[src/rtl/stream_pack_reader.sv]
// Packs narrow valid/ready beats little-endian into wide words and buffers them in a small FIFO.
// in_last closes a word early; the closed word carries per-lane keep bits and a last flag.
module stream_pack_reader #(
    parameter int unsigned IN_W  = 32,
    parameter int unsigned RATIO = 4,
    parameter int unsigned DEPTH = 4
) (
    input  logic                        clk,
    input  logic                        rst,
    input  logic                        in_valid,
    output logic                        in_ready,
    input  logic [IN_W-1:0]             in_data,
    input  logic                        in_last,
    output logic                        out_valid,
    input  logic                        out_ready,
    output logic [IN_W*RATIO-1:0]       out_data,
    output logic [RATIO-1:0]            out_keep,
    output logic                        out_last,
    output logic [$clog2(DEPTH):0]      fifo_level
);

    localparam int unsigned OUT_W = IN_W * RATIO;
    localparam int unsigned IDX_W = $clog2(RATIO);
    localparam int unsigned PTR_W = $clog2(DEPTH);
    localparam int unsigned LVL_W = PTR_W + 1;

    logic [IDX_W-1:0] idx;
    logic [OUT_W-1:0] pack_data;
    logic [RATIO-1:0] pack_keep;

    logic [OUT_W-1:0] mem_data [DEPTH];
    logic [RATIO-1:0] mem_keep [DEPTH];
    logic             mem_last [DEPTH];

    logic [PTR_W-1:0] wr_ptr;
    logic [PTR_W-1:0] rd_ptr;

    logic             beat_acc;
    logic             closing;
    logic             push;
    logic             pop;
    logic [OUT_W-1:0] word_data;
    logic [RATIO-1:0] word_keep;

    assign in_ready  = (fifo_level != LVL_W'(DEPTH));
    assign out_valid = (fifo_level != '0);
    assign beat_acc  = in_valid && in_ready;
    assign closing   = (idx == IDX_W'(RATIO - 1)) || in_last;
    assign push      = beat_acc && closing;
    assign pop       = out_valid && out_ready;

    // Pack register with the current beat merged into its lane.
    always_comb begin
        word_data = pack_data;
        word_keep = pack_keep;
        for (int k = 0; k < RATIO; k++) begin
            if (idx == IDX_W'(k)) begin
                word_data[k*IN_W +: IN_W] = in_data;
                word_keep[k]              = 1'b1;
            end
        end
    end

    // Lane index and partial-word accumulation; cleared once the word is closed.
    always_ff @(posedge clk or posedge rst) begin
        if (rst) begin
            idx       <= '0;
            pack_data <= '0;
            pack_keep <= '0;
        end else if (beat_acc) begin
            if (closing) begin
                idx       <= '0;
                pack_data <= '0;
                pack_keep <= '0;
            end else begin
                idx       <= idx + IDX_W'(1);
                pack_data <= word_data;
                pack_keep <= word_keep;
            end
        end
    end

    // Storage needs no reset: entries are only visible while counted by fifo_level.
    always_ff @(posedge clk) begin
        if (push) begin
            mem_data[wr_ptr] <= word_data;
            mem_keep[wr_ptr] <= word_keep;
            mem_last[wr_ptr] <= in_last;
        end
    end

    always_ff @(posedge clk or posedge rst) begin
        if (rst) begin
            wr_ptr     <= '0;
            rd_ptr     <= '0;
            fifo_level <= '0;
        end else begin
            if (push) begin
                wr_ptr <= wr_ptr + PTR_W'(1);
            end
            if (pop) begin
                rd_ptr <= rd_ptr + PTR_W'(1);
            end
            case ({push, pop})
                2'b10:   fifo_level <= fifo_level + LVL_W'(1);
                2'b01:   fifo_level <= fifo_level - LVL_W'(1);
                default: fifo_level <= fifo_level;
            endcase
        end
    end

    assign out_data = out_valid ? mem_data[rd_ptr] : '0;
    assign out_keep = out_valid ? mem_keep[rd_ptr] : '0;
    assign out_last = out_valid ? mem_last[rd_ptr] : 1'b0;

endmodule

[config.mk]
export PLATFORM = sky130hd
export DESIGN_NAME = stream_pack_reader
export DESIGN_NICKNAME = d
export VERILOG_FILES = /design/src/rtl/stream_pack_reader.sv
export SDC_FILE = /design/constraint.sdc
export NUM_CORES = 1
export LEC_CHECK = 0
export ABC_AREA = 1
export CORE_ASPECT_RATIO = 0.6
export CORE_MARGIN = 8
export CORE_UTILIZATION = 60
export DETAILED_ROUTE_END_ITERATION = 10
export HOLD_SLACK_MARGIN = 0.03
export PLACE_DENSITY = 0.8
export SLEW_MARGIN = 15
export SYNTH_ARGS = -nofsm -noshare
export SYNTH_HDL_FRONTEND = slang
export SYNTH_SLANG_ARGS = --single-unit
export TNS_END_PERCENT = 5
[constraint.sdc]
create_clock -name clk -period 9.11 [get_ports clk]
set_clock_uncertainty 0.1 [all_clocks]
set_input_delay 1.822 -clock clk [delete_from_list [all_inputs] [get_ports clk]]
set_output_delay 1.822 -clock clk [all_outputs]
set_load 0.05 [all_outputs]
Word level (Yosys, flattened, before mapping)
Memories as Yosys holds them, arrays and structs flattened.
Index checks and enable logic that the tools add are counted.
{"block": "word_totals", "ramBits": 532, "input_bits": 37, "register_bits": 141, "output_inout_bits": 138, "word_cells": 44, "memories": 3}
{"block": "classes", "mux": 17, "addsub": 5, "n_reduce_logical": 7, "n_eq_ne": 6}
{"memory": "mem_data", "depth": 4, "width": 128, "rd": 1, "rd_clocked_by_memory_dff": 0, "wr": 1, "line_no": "31", "rtl": "logic [OUT_W-1:0] mem_data [DEPTH];"}
{"memory": "mem_keep", "depth": 4, "width": 4, "rd": 1, "rd_clocked_by_memory_dff": 0, "wr": 1, "line_no": "32", "rtl": "logic [RATIO-1:0] mem_keep [DEPTH];"}
{"memory": "mem_last", "depth": 4, "width": 1, "rd": 1, "rd_clocked_by_memory_dff": 0, "wr": 1, "line_no": "33", "rtl": "logic mem_last [DEPTH];"}
{"op": "2-to-1 mux 128 bit", "n": 2}
{"op": "2-to-1 mux 32 bit", "n": 4}
{"op": "2-to-1 mux 4 bit", "n": 2}
{"op": "2-to-1 mux 1 bit", "n": 7}
{"op": "adder 2 x 1 -> 2 bit (second input constant)", "n": 3}
{"op": "equality test 2 bit (second input constant)", "n": 3}
{"op": "case mux 3 bit (2 select lines)", "n": 1}
{"op": "equality test 2 x 1 -> 1 bit (second input constant)", "n": 2}
{"op": "adder 3 x 1 -> 3 bit (second input constant)", "n": 1}
{"op": "logical AND 1 bit", "n": 3}
{"op": "inequality test 3 bit (second input constant)", "n": 1}
{"op": "nonzero test 3 bit", "n": 1}
{"op": "subtractor 3 x 1 -> 3 bit (second input constant)", "n": 1}
{"op": "zero test 2 bit", "n": 1}
{"op": "2-to-1 mux 2 bit", "n": 1}
{"op": "nonzero test 2 bit", "n": 1}
{"op": "logical OR 1 bit", "n": 1}

Logic depth before layout (Yosys ltp)
Gate-level depths: netlist (run 1).
{"block": "logic_depth", "ltp_word": 5, "depth_mapped": 13, "ltp_nobuf": 12}

Least setup slack after synthesis (run 1)
OpenSTA, ideal clock, no wires.
{"block": "synth_timing", "kind": "input port to flip-flop", "from": "in in_last", "to": "mem mem_data[0][0] (netlist name), enable pin", "stages": 5, "path_slack_ps": 656, "arrival_time_ps": 7727, "setup_ps": 627, "n_path_buf": 1, "t_required_ps": 8383, "cell_sequence": "inv_1 nand2_1 nand3_1 buf_2 nor2_1"}
{"block": "synth_via", "elab_chain_len": 4}
{"item": "from (decl)", "line_no": "13", "rtl": "input logic in_last,"}
{"item": "logical OR 1 bit", "line_no": "48", "rtl": "assign closing = (idx == IDX_W'(RATIO - 1)) || in_last;"}
{"item": "logical AND 1 bit", "line_no": "49", "rtl": "assign push = beat_acc && closing;"}
{"item": "2-to-1 mux 1 bit", "line_no": "85", "rtl": "if (push) begin"}
{"item": "2-to-1 mux 1 bit (implied by the code)", "line_no": "86", "rtl": "mem_data[wr_ptr] <= word_data;"}
{"item": "to (decl)", "line_no": "31"}
No other way between the ends.

Final worst setup path (run 1)
{"block": "layout_timing", "from": "reg rd_ptr[1]", "to": "out out_keep[2]"}
{"block": "layout_via", "elab_chain_len": 2}
{"item": "from (decl)", "line_no": "36", "rtl": "logic [PTR_W-1:0] rd_ptr;"}
{"item": "from (signal assigned)", "line_no": "102", "rtl": "rd_ptr <= rd_ptr + PTR_W'(1);"}
{"item": "memory read (4 x 4 bit)"}
{"item": "2-to-1 mux 4 bit", "line_no": "113", "rtl": "assign out_keep = out_valid ? mem_keep[rd_ptr] : '0;"}
{"item": "to (decl)", "line_no": "17", "rtl": "output logic [RATIO-1:0] out_keep,"}
No other way between the ends.

==> results of run 1 <==
final cells by class:
cell class                      instances  area share [%]
Sequential cell                       673            56.4
Antenna cell                            2          0.0145
Timing Repair Buffer                  195            5.60
Multi-Input combinational cell       1761            21.3
Inverter                              815            8.89
Clock buffer                           87            4.84
Clock inverter                         21           0.492
Tap cell                              693            2.51
cells in the mapped netlist, drive strengths merged:
| library cell | n |
|---|---|
| a21oi | 133 |
| a31oi | 1 |
| buf | 114 |
| clkbuf | 52 |
| dfrtp | 141 |
| edfxtp | 532 |
| fa | 1 |
| ha | 9 |
| inv | 815 |
| nand2 | 1201 |
| nand3 | 268 |
| nand4 | 3 |
| nor2 | 101 |
| o21ai | 39 |
| or2 | 3 |
| xnor2 | 2 |
sequential cells by signal, indices dropped and copies added (netlist names):
register	flops
fifo_level	3
idx	2
mem_data	512
mem_keep	16
mem_last	4
pack_data	128
pack_keep	4
rd_ptr	2
wr_ptr	2
power breakdown:
| part | internal (uW) | switching, uW | total, uW | leakage, uW |
|---|---|---|---|---|
| Combinational | 1750 | 4740 | 6490 | 0.00908 |
| Clock | 1350 | 1090 | 2440 | 0.000898 |
| Sequential | 4260 | 307 | 4570 | 0.00681 |
| Total | 7360 | 6140 | 13500 | 0.0168 |
worst max-delay path by stage:
| stage | endpoint | slack, ps |
|---|---|---|
| floorplan | mem_data[0][0] | 660 |
| detailed placement | out_keep[2] | 3250 |
| CTS | out_keep[2] | 2580 |
| global placement | out_data[124] | 3270 |
| finish | out_keep[2] | 2580 |
| global route | out_data[124] | 2390 |
per-layer routing:
layer / global-route usage, % / vias to the layer above / wire [um]
met5: 0 / - / 9
met4: 8.78 / 2 / 2490
met3: 6.76 / 133 / 8410
met2: 40.4 / 1076 / 35000
met1: 36.3 / 10200 / 31800
li1: - / 10500 / -
worst register-to-register path, cell delays in order, from the launching register on:
cell     delay [ps]
dfrtp_1         430
ha_1            250
inv_2            50
buf_4           480
nand2_4         430
nand3_2         250
buf_4           470
ha_1            260
inv_1            70
fa_1            380
nand2_1         100
nand3_1          80
nand2_1          60
nand2_1          50
per-stage QoR:
| step | setup slack [ps] | hold WS, ps | instances | total power, uW |
|---|---|---|---|---|
| 2_1_floorplan | 656 | 336 | 3415 | 9070 |
| 3_3_place_gp | 3270 | 348 | 4137 | 11000 |
| 3_5_place_dp | 3250 | 352 | 4137 | 11100 |
| 4_1_cts | 2580 | 369 | 4245 | 13500 |
| 5_1_grt | 2390 | 381 | 4245 | 14200 |
| 6_report | 2580 | 368 | 4247 | 13500 |
logic make-up after synthesis:
kind of cell | after synthesis | share of synthesized area [%]
flip-flops | 673 | 63.6
AND/OR/NAND/NOR | 1576 | 20.5
AO/OA/AOI/OAI | 173 | 2.83
adder cells (fa/ha/maj) | 10 | 0.432
buffers and inverters | 981 | 12.6
XOR/XNOR | 2 | 0.0571
==> impl_metrics.tcl, run 1 <==
set metrics [dict create \
    cp-end-kind "output port" \
    clock-sinks 673 \
    final_common_cell "nand2_1" \
    synth_top_area_share_pct 52.1 \
    cp.required_ps 7190 \
    min_to "pack_data[126]" \
    crit_family "buffers and inverters" \
    clk_latency_ps 600 \
    dr.pass1.iters 5 \
    rows 64 \
    final_core_util_pct 68.1 \
    grt_start_max_net_pins 194 \
    reg2reg_from "idx[0]" \
    cp-start-kind "flip-flop" \
    drv_slew 0 \
    finalSetupTns_ps 0 \
    grt.total_usage_pct 26.2 \
    cts_root_buffer "clkbuf_16" \
    rsz0062_at_grt "no" \
    io-pin-count 175 \
    floorplan.die.width_um 308 \
    syn_avg_cell_area_um2 8.99 \
    drive_gt1_share_pct 3.38 \
    setup_viol 0 \
    min_path_type "flip-flop to flip-flop" \
    p_leak_uw 0.0168 \
    grt_pass1_vias 21000 \
    ctsResizeCount 0 \
    syn_nets 3462 \
    place_congestion 0.808 \
    power_density_mw_per_mm2 390 \
    cts_setup_buffers 0 \
    period_needed_ps 6530 \
    die_h_um 191 \
    slowest_stage "inv_4" \
    max_stage_delay_ps 940 \
    worstReg2RegEnd "fifo_level[2]" \
    critPathArrivalTime_ps 4610 \
    viasPerCell 5.17 \
    multi_input_area_mm2 0.00735 \
    critPathLaunch "rd_ptr[1]" \
    peakVddDrop_mv 0.313 \
    area_growth_syn_to_layout_pct 12.7 \
    synth_seq_cells 673 \
    status "complete, no violations" \
    finalCritPeriodShare_pct 71.7 \
    cts.path.max_buffers 3 \
    port-buffer-count 174 \
    cts_tree "done" \
    cts-buffers-inserted 58 \
    clkTransAtPathRegs_ps 70 \
    synth_area_mm2 0.0307 \
    slew_headroom_pct 21.3 \
    crit_chain "inv_4 > buf_4 > nand3_1 > a21oi_1 > clkdlybuf4s50_1" \
    nFillCells 3895 \
    grt_pass1_wl_um 120000 \
    hold_buffers 0 \
    worst-path-stages 5 \
    die-area_mm2 0.0589 \
    core_area_mm2 0.0508 \
    synth_warnings 0 \
    cap_viol_max_count 0 \
    wirelength_um 77700 \
    grt_overflow_total 0 \
    reg2reg_depth 13 \
    synth_cell_types 24 \
    setup.worst_path.class "flip-flop to output port" \
    fmax_mhz 153 \
    synth_area_leaders "edfxtp_1, nand2_1, dfrtp_1" \
    hold_depth 2 \
    hp-start "pack_data[126]" \
    placed_cell_area_mm2 0.0327 \
    drtIter0Drc 3001 \
    hpwl_um 44900 \
    synth_top_area_cell "edfxtp_1" \
    nets 3551 \
    cts_max_level 2 \
    hold_viol 0 \
    drc 0 \
    rrSetupSlack_ps 5550 \
    critPathMaxFanout 80 \
    routedWlPerCell_um 18.3 \
    seq_area_mm2 0.0195 \
    start_util_pct 60.4 \
    critical_path_buf_inv_count 3 \
    synthCells 3415 \
    postRouteAntennaNets 0 \
    yosysSeqAreaShare_pct 63.6 \
    grt_antenna_before_repair 4 \
    via_count 22000 \
    tightest_slew_ps 1180 \
    stdcell_area_mm2 0.0346 \
    final_cell_mix "nand2_1, inv_1, edfxtp_1, nand3_1, clkdlybuf4s50_1" \
]
Power figures use the tool's default switching activity.
==> run 2: changes to the inputs <==
==> constraint.sdc (replaced) <==
create_clock -name clk -period 6.4 [get_ports clk]
set_clock_uncertainty 0.1 [all_clocks]
set_input_delay 1.28 -clock clk [delete_from_list [all_inputs] [get_ports clk]]
set_output_delay 1.28 -clock clk [all_outputs]
set_load 0.05 [all_outputs]
==> impl_metrics.tcl, run 2 (synthesized netlist as in run 1, its figures left out) <==
set metrics [dict create \
    status "complete, no violations" \
    stdcell_area_mm2 0.0347 \
    final_core_util_pct 68.4 \
    hold_viol 0 \
    hpwl_um 45100 \
    area_growth_syn_to_layout_pct 13.1 \
    pwr-share-clk_pct 18.3 \
    fin_cells 4256 \
    clkTransAtPathRegs_ps 60 \
    port-buffer-count 174 \
    dr.pass1.iters 6 \
    multi_input_area_mm2 0.00735 \
    finalCritPeriodShare_pct 83.8 \
    swShare_pct 45.4 \
    hold_buffers 0 \
    tightest_slew_ps 1120 \
    critPathMaxFanout 72 \
    cts_root_buffer "clkbuf_16" \
    top_layer "met4" \
    period_needed_ps 5360 \
    cap_viol_max_count 0 \
    die-area_mm2 0.0589 \
    p_int_uw 10600 \
    p_leak_uw 0.0169 \
    route.met3.wl_um 8250 \
    setup.worst_path.class "flip-flop to output port" \
    reg2reg_depth 13 \
    switching_power_uw 8780 \
    core_area_mm2 0.0508 \
    floorplan.die.width_um 308 \
    wirelength_met1_um 32100 \
    cp-end-kind "output port" \
    critPathArrivalTime_ps 3980 \
    die_h_um 191 \
    cts-buffers-inserted 58 \
    largest_reg_flops 512 \
    cp.required_ps 5020 \
    cts_setup_buffers 0 \
    seqPwrFrac_pct 33.4 \
    cp-start-kind "flip-flop" \
    min_to "pack_data[104]" \
    routedWlPerCell_um 18.2 \
    grt_pass1_wl_um 119000 \
    rsz0062_at_grt "no" \
    io-pin-count 175 \
    rows 64 \
    dp.cells 4146 \
    drive_gt1_share_pct 3.62 \
    final_cell_mix "nand2_1, inv_1, edfxtp_1, nand3_1, clkdlybuf4s50_1" \
    wl_met2_um 34400 \
    regMostFlops "mem_data" \
    nets 3560 \
    clk_latency_ps 610 \
    reg2reg_from "idx[0]" \
    place_congestion 0.814 \
    start_util_pct 60.4 \
    hold_depth 2 \
    rrSetupSlack_ps 2820 \
    placed_cell_area_mm2 0.0328 \
    via_count 22100 \
    viasPerCell 5.19 \
    drv_slew 0 \
    cts_max_level 2 \
    drtIter0Drc 2719 \
    cts.path.max_buffers 3 \
    reg_top3 "mem_data (512), pack_data (128), mem_keep (16)" \
    drc 0 \
    grt.total_usage_pct 25.9 \
    grt_antenna_before_repair 4 \
    fmax_mhz 186 \
    critPathLaunch "rd_ptr[1]" \
    postRouteAntennaNets 0 \
    setup_viol 0 \
    hp-start "pack_data[104]" \
    grt_pass1_vias 20900 \
    clock-sinks 673 \
    ctsResizeCount 0 \
    power_density_mw_per_mm2 557 \
    grt_start_max_net_pins 160 \
    slew_headroom_pct 25.2 \
    seq_area_mm2 0.0195 \
    grt_overflow_total 0 \
    min_path_type "flip-flop to flip-flop" \
    p_comb_share_pct 48.3 \
    wirelength_um 77400 \
    final_common_cell "nand2_1" \
    fin_hold_ws_ps 366 \
    worstReg2RegEnd "fifo_level[2]" \
    peakVddDrop_mv 0.566 \
    nFillCells 3836 \
    cts_tree "done" \
]
-- run 2: through the flow --
stage / setup TNS, ps / total power [uW] / setup WS (ps)
final: 0 / 19300 / 1040
after global routing: 0 / 20300 / 802
after CTS: 0 / 19300 / 1040
after detailed placement: 0 / 15800 / 1640
after global placement: 0 / 15600 / 1670
after floorplan: -804140 / 12900 / -1510
-- run 2: power groups by stage --
stage / combinational (uW) / clock (uW) / sequential (uW)
finish: 9350 / 3540 / 6450
global route: 10100 / 3720 / 6520
CTS: 9330 / 3550 / 6440
detailed placement: 9280 / 0 / 6520
global placement: 9150 / 0 / 6490
floorplan: 6440 / 0 / 6470
-- run 2: worst max-delay path, stage by stage (launching register included) --
cell             delay (ps)
dfrtp_4                 800
inv_4                   860
buf_4                   510
nand3_1                 120
a21oi_1                 230
clkdlybuf4s50_1         850
-- run 2: worst max-delay path by stage --
stage	to	cells after the start
2_1_floorplan	mem_data[0][0]	5
3_3_place_gp	out_keep[2]	5
3_5_place_dp	out_keep[3]	5
4_1_cts	out_keep[3]	5
5_1_grt	out_keep[2]	5
6_report	out_keep[2]	5
-- run 2: cell type report --
cell class / instances / area share, %
Inverter: 815 / 8.86
Timing Repair Buffer: 204 / 5.85
Clock inverter: 28 / 0.793
Multi-Input combinational cell: 1761 / 21.2
Clock buffer: 80 / 4.60
Tap cell: 693 / 2.50
Sequential cell: 673 / 56.2
Antenna cell: 2 / 0.0144
-- run 2: layer usage --
metal,track usage [%],vias up
met5,0,-
met4,8.98,0
met3,5.82,160
met2,40.0,1082
met1,36.4,10300
li1,-,10500
